--- src/rtl/multicycle_controller.sv ---
// ---------------------------------------------------------------------------
// multicycle_controller
//
// Control FSM for a multi-cycle processor. Each instruction runs through
// FETCH -> DECODE -> EXEC and then, depending on its class, MEM and/or WB
// before returning to FETCH. All control outputs are registered: on every
// edge the FSM picks the next state and loads the control word that belongs
// to that state, so the outputs always describe the current state.
//
// Ports
//   clk            system clock, rising edge
//   reset          asynchronous, active-low reset
//   instruction    current instruction register contents [18:0]
//   C, Z           registered carry / zero flags
//   mem_ready      data memory has finished the current access
//   ir_write       instruction register load enable
//   pc_write       PC load enable
//   pc_mux         PC source: 00 PC+1, 01 branch, 10 jump target, 11 return
//   mem_read       data memory read strobe
//   mem_write      data memory write strobe
//   reg_write      register file write enable
//   reg_write_mux  write-back source: 00 ALU, 01 shifter, 10 memory
//   push, pop      return-address stack controls
//   alu_in_mux     ALU operand A source (1 = immediate / address path)
//   reg_B_mux      register B address source
//   select_c/_z    flag source select (1 = shifter)
//   write_c/_z     flag register write enables
//   alu_use_carry  ALU consumes incoming carry
//   alu_op         ALU operation
//   state          current FSM state (debug)
//   stack_err      sticky stack overflow / underflow flag
//
// Handshake: the instruction, C and Z are expected to stay stable from the
// FETCH cycle until the FSM is back in FETCH. In MEM, the access completes
// on the first rising edge at which mem_ready is 1; mem_ready is ignored in
// every other state.
// ---------------------------------------------------------------------------
module multicycle_controller (
    input  logic        clk,
    input  logic        reset,
    input  logic [18:0] instruction,
    input  logic        C,
    input  logic        Z,
    input  logic        mem_ready,
    output logic        ir_write,
    output logic        pc_write,
    output logic        mem_read,
    output logic        mem_write,
    output logic        reg_write,
    output logic        push,
    output logic        pop,
    output logic [1:0]  pc_mux,
    output logic [1:0]  reg_write_mux,
    output logic        alu_in_mux,
    output logic        reg_B_mux,
    output logic        select_c,
    output logic        select_z,
    output logic        write_c,
    output logic        write_z,
    output logic        alu_use_carry,
    output logic [2:0]  alu_op,
    output logic [2:0]  state,
    output logic        stack_err
);

    typedef enum logic [2:0] {
        S_FETCH  = 3'd0,
        S_DECODE = 3'd1,
        S_EXEC   = 3'd2,
        S_MEM    = 3'd3,
        S_WB     = 3'd4
    } state_t;

    typedef struct packed {
        logic       ir_write;
        logic       pc_write;
        logic       mem_read;
        logic       mem_write;
        logic       reg_write;
        logic       push;
        logic       pop;
        logic [1:0] pc_mux;
        logic [1:0] reg_write_mux;
        logic       alu_in_mux;
        logic       reg_B_mux;
        logic       select_c;
        logic       select_z;
        logic       write_c;
        logic       write_z;
        logic       alu_use_carry;
        logic [2:0] alu_op;
    } ctrl_t;

    state_t     r_state;
    ctrl_t      r_ctrl;
    logic       r_run;      // 0 until the first edge after reset release
    logic [3:0] r_depth;    // return-address stack depth, 0..8
    logic       r_err;

    // ---------------- instruction decode ----------------
    logic w_is_arith, w_is_mem, w_is_branch, w_is_shift;
    logic w_is_jmp, w_is_jsb, w_is_ret, w_is_stm, w_taken;
    logic w_stack_full, w_stack_empty;
    logic w_unused;

    assign w_is_arith    = ~instruction[18];
    assign w_is_mem      = (instruction[18:16] == 3'b100);
    assign w_is_branch   = (instruction[18:16] == 3'b101);
    assign w_is_shift    = (instruction[18:16] == 3'b110);
    assign w_is_jmp      = (instruction[18:14] == 5'b11100);
    assign w_is_jsb      = (instruction[18:14] == 5'b11101);
    assign w_is_ret      = (instruction[18:13] == 6'b111100);
    assign w_is_stm      = instruction[14];
    // bit 15 picks the flag, bit 14 inverts the condition
    assign w_taken       = (instruction[15] ? C : Z) ^ instruction[14];
    assign w_stack_full  = (r_depth == 4'd8);
    assign w_stack_empty = (r_depth == 4'd0);
    assign w_unused      = ^instruction[12:0];

    // ---------------- per-state control words ----------------
    ctrl_t w_fetch_ctrl, w_exec_ctrl, w_mem_ctrl, w_wb_ctrl;

    always_comb begin
        w_fetch_ctrl          = '0;
        w_fetch_ctrl.ir_write = 1'b1;
        w_fetch_ctrl.pc_write = 1'b1;

        w_exec_ctrl = '0;
        if (w_is_arith) begin
            w_exec_ctrl.alu_op        = instruction[16:14];
            w_exec_ctrl.alu_use_carry = instruction[14];
            w_exec_ctrl.alu_in_mux    = instruction[17];
        end else if (w_is_mem) begin
            w_exec_ctrl.alu_in_mux = 1'b1;
            w_exec_ctrl.reg_B_mux  = 1'b1;
        end else if (w_is_branch) begin
            w_exec_ctrl.pc_write = w_taken;
            w_exec_ctrl.pc_mux   = w_taken ? 2'b01 : 2'b00;
        end else if (w_is_jmp) begin
            w_exec_ctrl.pc_write = 1'b1;
            w_exec_ctrl.pc_mux   = 2'b10;
        end else if (w_is_jsb && !w_stack_full) begin
            w_exec_ctrl.pc_write = 1'b1;
            w_exec_ctrl.pc_mux   = 2'b10;
            w_exec_ctrl.push     = 1'b1;
        end else if (w_is_ret && !w_stack_empty) begin
            w_exec_ctrl.pc_write = 1'b1;
            w_exec_ctrl.pc_mux   = 2'b11;
            w_exec_ctrl.pop      = 1'b1;
        end
        // shift, NOP and a stack fault leave EXEC idle

        w_mem_ctrl            = '0;
        w_mem_ctrl.alu_in_mux = 1'b1;
        w_mem_ctrl.reg_B_mux  = 1'b1;
        w_mem_ctrl.mem_write  = instruction[14];
        w_mem_ctrl.mem_read   = ~instruction[14];

        w_wb_ctrl           = '0;
        w_wb_ctrl.reg_write = 1'b1;
        if (w_is_arith) begin
            // ALU controls stay up so the result is still valid at write-back
            w_wb_ctrl.alu_op        = instruction[16:14];
            w_wb_ctrl.alu_use_carry = instruction[14];
            w_wb_ctrl.alu_in_mux    = instruction[17];
            w_wb_ctrl.write_c       = 1'b1;
            w_wb_ctrl.write_z       = 1'b1;
        end else if (w_is_shift) begin
            w_wb_ctrl.reg_write_mux = 2'b01;
            w_wb_ctrl.select_c      = 1'b1;
            w_wb_ctrl.select_z      = 1'b1;
            w_wb_ctrl.write_c       = 1'b1;
            w_wb_ctrl.write_z       = 1'b1;
        end else begin
            w_wb_ctrl.reg_write_mux = 2'b10;   // LDM
        end
    end

    // ---------------- FSM ----------------
    always_ff @(posedge clk or negedge reset) begin
        if (!reset) begin
            r_state <= S_FETCH;
            r_ctrl  <= '0;
            r_run   <= 1'b0;
            r_depth <= 4'd0;
            r_err   <= 1'b0;
        end else if (!r_run) begin
            // first edge after reset: FETCH with its strobes
            r_run   <= 1'b1;
            r_state <= S_FETCH;
            r_ctrl  <= w_fetch_ctrl;
        end else begin
            case (r_state)
                S_FETCH: begin
                    r_state <= S_DECODE;
                    r_ctrl  <= '0;
                end
                S_DECODE: begin
                    r_state <= S_EXEC;
                    r_ctrl  <= w_exec_ctrl;
                    // stack depth moves together with the push/pop strobes
                    if (w_is_jsb) begin
                        if (w_stack_full) r_err <= 1'b1;
                        else              r_depth <= r_depth + 4'd1;
                    end
                    if (w_is_ret) begin
                        if (w_stack_empty) r_err <= 1'b1;
                        else               r_depth <= r_depth - 4'd1;
                    end
                end
                S_EXEC: begin
                    if (w_is_arith || w_is_shift) begin
                        r_state <= S_WB;
                        r_ctrl  <= w_wb_ctrl;
                    end else if (w_is_mem) begin
                        r_state <= S_MEM;
                        r_ctrl  <= w_mem_ctrl;
                    end else begin
                        r_state <= S_FETCH;
                        r_ctrl  <= w_fetch_ctrl;
                    end
                end
                S_MEM: begin
                    if (mem_ready) begin
                        if (w_is_stm) begin
                            r_state <= S_FETCH;
                            r_ctrl  <= w_fetch_ctrl;
                        end else begin
                            r_state <= S_WB;
                            r_ctrl  <= w_wb_ctrl;
                        end
                    end else begin
                        r_state <= S_MEM;
                        r_ctrl  <= w_mem_ctrl;
                    end
                end
                S_WB: begin
                    r_state <= S_FETCH;
                    r_ctrl  <= w_fetch_ctrl;
                end
                default: begin
                    r_state <= S_FETCH;
                    r_ctrl  <= w_fetch_ctrl;
                end
            endcase
        end
    end

    // ---------------- outputs ----------------
    assign ir_write      = r_ctrl.ir_write;
    assign pc_write      = r_ctrl.pc_write;
    assign mem_read      = r_ctrl.mem_read;
    assign mem_write     = r_ctrl.mem_write;
    assign reg_write     = r_ctrl.reg_write;
    assign push          = r_ctrl.push;
    assign pop           = r_ctrl.pop;
    assign pc_mux        = r_ctrl.pc_mux;
    assign reg_write_mux = r_ctrl.reg_write_mux;
    assign alu_in_mux    = r_ctrl.alu_in_mux;
    assign reg_B_mux     = r_ctrl.reg_B_mux;
    assign select_c      = r_ctrl.select_c;
    assign select_z      = r_ctrl.select_z;
    assign write_c       = r_ctrl.write_c;
    assign write_z       = r_ctrl.write_z;
    assign alu_use_carry = r_ctrl.alu_use_carry;
    assign alu_op        = r_ctrl.alu_op;
    assign state         = r_state;
    assign stack_err     = r_err;

endmodule

--- config.mk ---
export PLATFORM = sky130hd
export DESIGN_NAME = multicycle_controller
export DESIGN_NICKNAME = d
export VERILOG_FILES = /design/src/rtl/multicycle_controller.sv
export SDC_FILE = /design/constraint.sdc
export NUM_CORES = 1
export LEC_CHECK = 0
export ABC_AREA = 0
export CORE_AREA = 8 8 63 70
export DETAILED_ROUTE_END_ITERATION = 10
export DIE_AREA = 0 0 71 78
export PLACE_DENSITY_LB_ADDON = 0.2
export SYNTH_ARGS = -nofsm -noshare
export SYNTH_HDL_FRONTEND = slang
export SYNTH_SLANG_ARGS = --single-unit
--- constraint.sdc ---
create_clock -name clk -period 1.8 [get_ports clk]
set_input_delay 0.18 -clock clk [delete_from_list [all_inputs] [get_ports clk]]
set_output_delay 0.18 -clock clk [all_outputs]
set_load 0.005 [all_outputs]
==> results.json, run 1 <==
{
  "yosys_most_used_dff": "dfrtp_1",
  "num-fill-cells": 330,
  "power_frac_comb_pct": 28.4,
  "port_buffers": 35,
  "final_cells": 222,
  "clock_latency_ns": 0.31,
  "placed_cell_area_um2": 1803,
  "yosysSeqAreaShare_pct": 44.56,
  "critPathMaxFanout": 7,
  "reg2reg_slack_ns": 0.20,
  "cp.required_ns": 1.62,
  "syn2layout_area_growth_pct": 30.30,
  "synth_top_cell_by_area": "dfrtp_1",
  "drt.antenna.violating_nets": 0,
  "p_int_w": 0.0008634,
  "synthSimpleGateAreaFrac_pct": 28.97,
  "route.detailed.drc": 0,
  "synth_top_family_by_area": "simple AND/OR/NAND/NOR gates",
  "synthCells": 146,
  "maxSlewViolCount": 0,
  "switchingPower_w": 0.0003562,
  "ys_seq_elements": 25,
  "synth_top_area_share_pct": 44.56,
  "post_drt_via_cell_ratio": 5.441,
  "io_pins": 49,
  "track_usage_pct": 12.81,
  "antenna_found_initial": 0,
  "pwr-share-clk_pct": 20.0,
  "synth.avg_cell_area_um2": 9.615,
  "cts.repair.resized": 0,
  "cp-start-kind": "flip-flop",
  "cts_max_path_buffers": 2,
  "dp_hpwl_um": 2665,
  "max_freq_ghz": 0.5940,
  "pwr_density_cell_nw_per_um2": 666.7,
  "layout.nets": 213,
  "synth_area_leaders": "dfrtp_1 (45%), buf_4 (4.3%), nand3_1 (3.9%), nor2_1 (3.7%), o21ai_0 (2.5%)",
  "grt.overflow.total": 0,
  "p_sw_share_pct": 29.21,
  "numCtsBuffers": 3,
  "synth_xor_xnor_area_share_pct": 1.248,
  "postRouteWirelength_um": 3324,
  "grt_first_pass_wirelength_um": 5844,
  "synth_edf_count": 0,
  "num_vias": 1208,
  "synth_warnings": 0,
  "outcome": "finished, final reports clean",
  "min_period_ns": 1.683,
  "antenna_cells": 0,
  "hold_viol": 0,
  "rows": 22,
  "drt_first_iter_violations": 55,
  "pwr-share-seq_pct": 51.6,
  "yosys.cell_types.count": 49,
  "synth_fp_nets": 172,
  "cp.arrival_ns": 1.50,
  "stdcell_area_um2": 1829,
  "post_cts_buffers": 0,
  "synth_compound_area_share_pct": 11.76,
  "start_util_pct": 43.22,
  "finalSetupViolations": 0,
  "fin_skew_ns": 0.008301,
  "synthMuxAreaShare_pct": 1.515,
  "clk_transition_reported_paths_ns": 0.13,
  "dr.pass1.iters": 4,
  "synth_area_um2": 1404,
  "endpoint_kind": "output pin",
  "die_h_um": 78,
  "rsz0062_at_grt": "false",
  "cts_max_level": 1,
  "hold_class": "input port to asynchronous set/reset pin",
  "cap_violations": 0,
  "rr_worst_depth": 6,
  "synth.most_common_cell": "dfrtp_1",
  "clock-root-buffer": "clkbuf_4",
  "avgRoutedWirePerCell_um": 14.97,
  "fp.coreArea_um2": 3248,
  "ys_async_sr_fraction_pct": 100.0,
  "drive_gt1_share_pct": 14.52,
  "cts_sinks": 25,
  "ys_top_cells_by_count": "dfrtp_1 (25), nor2_1 (14), nand3_1 (11)",
  "grt_pass1_vias": 1191,
  "fin_setup_tns_ns": 0,
  "ir_drop_mv": 0.3146,
  "fin_crit_sh_pct": 93.52,
  "synth_adder_area_share_pct": 1.783,
  "crit_type": "flip-flop to output pin",
  "cts_tree": "done",
  "die_w_um": 71,
  "routabilityCongestion": 0.9065,
  "dieArea_um2": 5538,
  "hold_buffers": 0,
  "grt_start_max_net_pins": 26,
  "placed_cells": 218,
  "leakage_nw": 0.7864
}
critical path: stages (launching register included):
cell and delay (ns):
dfrtp_1 0.49, buf_4 0.19, clkdlybuf4s50_1 0.51
layout by cell type, fill, tap and decap left out, types with 4 or more instances in the layout:
cell             instances
nor2b_1                  4
clkdlybuf4s50_1         35
dfrtp_1                 25
nor2_1                  14
nand3_1                 11
nor3_1                   4
nand2_1                  8
buf_4                   15
a21oi_1                  5
o21ai_0                  7
inv_1                    8
sequential cells by signal, indices dropped and copies added, names as in the netlist:
signal         flops
r_depth            4
ir_write           1
push               1
write_c            1
alu_in_mux         1
mem_read           1
pop                1
reg_write          1
reg_write_mux      2
reg_B_mux          1
stack_err          1
r_run              1
mem_write          1
pc_write           1
state              2
pc_mux             2
alu_op             3
cell type report:
cell class | instances | area, um^2 | area share [%]
flip-flops and latches | 25 | 625.6 | 34.20
inverters | 8 | 30.03 | 1.642
multi-input cells | 99 | 639.4 | 34.95
repair buffers | 50 | 462.9 | 25.31
well taps | 36 | 45.04 | 2.462
clock buffers | 4 | 26.28 | 1.436
worst paths after layout:
kind	start	endpoint
max	state[0]	state[0]
min	reset	write_c
max reg2reg	r_depth[0]	r_depth[1]
min reg2reg	stack_err	stack_err
max in group asynchronous	reset	pop
min in group clk	stack_err	stack_err
per-layer routing:
| metal | vias to the layer above | global-route usage, % | wire length (um) |
|---|---|---|---|
| li1 | 590 | - | - |
| met5 | - | 0 | 0 |
| met4 | 0 | 3.750 | 21 |
| met2 | 44 | 20.98 | 1621 |
| met1 | 572 | 16.31 | 1484 |
| met3 | 2 | 2.956 | 197 |
power groups by stage:
stage	logic [W]	clock network, W	registers [W]
after floorplan	0.000185	0	0.000640
after global placement	0.000342	0	0.000638
after detailed placement	0.000347	0	0.000640
after CTS	0.000348	0.000256	0.000629
after global routing	0.000383	0.000280	0.000636
final	0.000346	0.000244	0.000629
kinds of logic after synthesis:
family                     after synthesis
and+or+nand+nor                         67
xor gates and xnor gates                 2
muxes                                    2
other                                    1
adders and majority gates                2
AOI/OAI and AO/OA                       25
buffers and inverters                   22
DFF                                     25
through the flow:
step	hold slack (ns)	power (W)	worst slack (ns)	util, %
2_1_floorplan	-0.1156	0.0008254	0.1858	-
3_3_place_gp	0.4582	0.0009800	0.04640	55.51
3_5_place_dp	0.4619	0.0009866	0.02369	55.51
4_1_cts	0.2209	0.001233	0.1161	56.32
5_1_grt	0.2399	0.001298	0.04937	56.32
6_report	0.2159	0.001220	0.1166	56.32
Note: power is estimated with default switching activity, not from simulation.
==> run 2: changes to the inputs <==
PLACE_DENSITY = 0.77   (was unset)
PLACE_DENSITY_LB_ADDON = unset   (was 0.2)
==> results.json, run 2 (synthesis gave the netlist of run 1 again) <==
{
  "outcome": "finished, final reports clean",
  "cts_max_path_buffers": 2,
  "min_period_ns": 1.621,
  "fin_ws_ns": 0.1790,
  "route.detailed.drc": 0,
  "grt_start_max_net_pins": 26,
  "layout.nets": 214,
  "io_pins": 49,
  "cts.repair.resized": 0,
  "reg2reg_slack_ns": 0.18,
  "hold_class": "input port to asynchronous set/reset pin",
  "timing.rr.end": "mem_read",
  "cpMaxStageDelayCell": "or4b_1",
  "finalSetupViolations": 0,
  "maxSlewViolCount": 0,
  "crit_cells": 4,
  "ir_drop_mv": 0.3548,
  "cp_top_family": "simple AND/OR/NAND/NOR gates",
  "antenna_found_initial": 0,
  "fin_skew_ns": 0.008509,
  "crit_chain": "or4b_1 -> o21ai_1 -> nand3_1 -> nor2_1",
  "max_freq_ghz": 0.6169,
  "dp_hpwl_um": 2791,
  "post_cts_buffers": 0,
  "cts_max_level": 1,
  "drt_first_iter_violations": 48,
  "critPathMaxFanout": 9,
  "post_drt_via_cell_ratio": 5.480,
  "syn2layout_area_growth_pct": 30.93,
  "track_usage_pct": 13.21,
  "num_vias": 1222,
  "cap_violations": 0,
  "die_h_um": 78,
  "die_w_um": 71,
  "fp.coreArea_um2": 3248,
  "grt_first_pass_wirelength_um": 6092,
  "pwr_density_cell_nw_per_um2": 666.4,
  "fin_crit_sh_pct": 90.05,
  "routabilityCongestion": 0.8940,
  "dr.pass1.iters": 4,
  "grt.overflow.total": 0,
  "hold-worst-slack_ns": 0.2093,
  "final_cell_mix": "clkdlybuf4s50_1 (35), dfrtp_1 (25), buf_4 (16)",
  "avgRoutedWirePerCell_um": 15.54,
  "fin_setup_tns_ns": 0,
  "hold_viol": 0,
  "cts_sinks": 25,
  "crit_path_end": "mem_read",
  "final_common_cell": "clkdlybuf4s50_1",
  "start_util_pct": 43.22,
  "largest_register_ffs": 4,
  "rr_worst_depth": 4,
  "cp-start-kind": "flip-flop",
  "dieArea_um2": 5538,
  "rows": 22,
  "clock-root-buffer": "clkbuf_4",
  "startpoint": "state[0]",
  "drive_gt1_share_pct": 15.51,
  "crit_buf_inv": 0,
  "rr_startpoint": "state[0]",
  "pre_cts_slack_ns": 0.01403,
  "cts_tree": "done",
  "critPathMaxStageDelay_ns": 0.56,
  "rsz0062_at_grt": "false",
  "endpoint_kind": "flip-flop",
  "postRouteWirelength_um": 3466,
  "cp.required_ns": 2.04,
  "leakage_nw": 0.7922,
  "clk_transition_reported_paths_ns": 0.14,
  "numCtsBuffers": 3,
  "hold_buffers": 0,
  "largest-register": "r_depth",
  "cp.arrival_ns": 1.86,
  "grt_pass1_vias": 1265,
  "crit_type": "flip-flop to flip-flop",
  "drt.antenna.violating_nets": 0,
  "antenna_cells": 0,
  "port_buffers": 35,
  "clock_latency_ns": 0.31
}
[run 2: cell count changes in the layout (fill, tap and decap cells not counted), sizes merged]
cell	change
buf	+1
clkinv	+1
clkbuf	-1
[run 2: per-stage QoR]
stage	total power (W)	area, um^2	std cells	util [%]
2_1_floorplan	0.0008254	1404	146	-
3_3_place_gp	0.0009751	1810	219	55.74
3_5_place_dp	0.0009876	1810	219	55.74
4_1_cts	0.001238	1838	223	56.59
5_1_grt	0.001309	1838	223	56.59
6_report	0.001225	1838	223	56.59
[run 2: how the worst min path moves through the flow]
| stage | cells past startpoint | end | startpoint |
|---|---|---|---|
| floorplan | 0 | alu_in_mux | reset |
| global placement | 1 | stack_err | stack_err |
| detailed placement | 1 | stack_err | stack_err |
| CTS | 2 | reg_write | reset |
| global route | 2 | ir_write | reset |
| finish | 2 | ir_write | reset |
[run 2: layout make-up]
type                       count  area (um^2)
clock inverter                 1        5.005
tap                           36        45.04
timing repair buffer          51        470.5
clock buffer                   3        22.52
inverter                       8        30.03
sequential                    25        625.6
multi-input combinational     99        639.4
fill                         299         1410
[run 2: power breakdown]
part	internal (W)	switching (W)	total [W]	leakage (nW)
Sequential	0.000598	0.0000291	0.000627	0.328
Combinational	0.000179	0.000171	0.000350	0.447
Clock	0.0000829	0.000165	0.000248	0.0177
Total	0.000860	0.000365	0.00122	0.792
[run 2: per-layer routing]
metal | vias to the layer above | track usage (%) | wire length (um)
met1 | 589 | 14.49 | 1393
met2 | 39 | 24.61 | 1828
li1 | 590 | - | -
met4 | 0 | 2.500 | 31
met3 | 4 | 3.728 | 213
met5 | - | 0 | 0
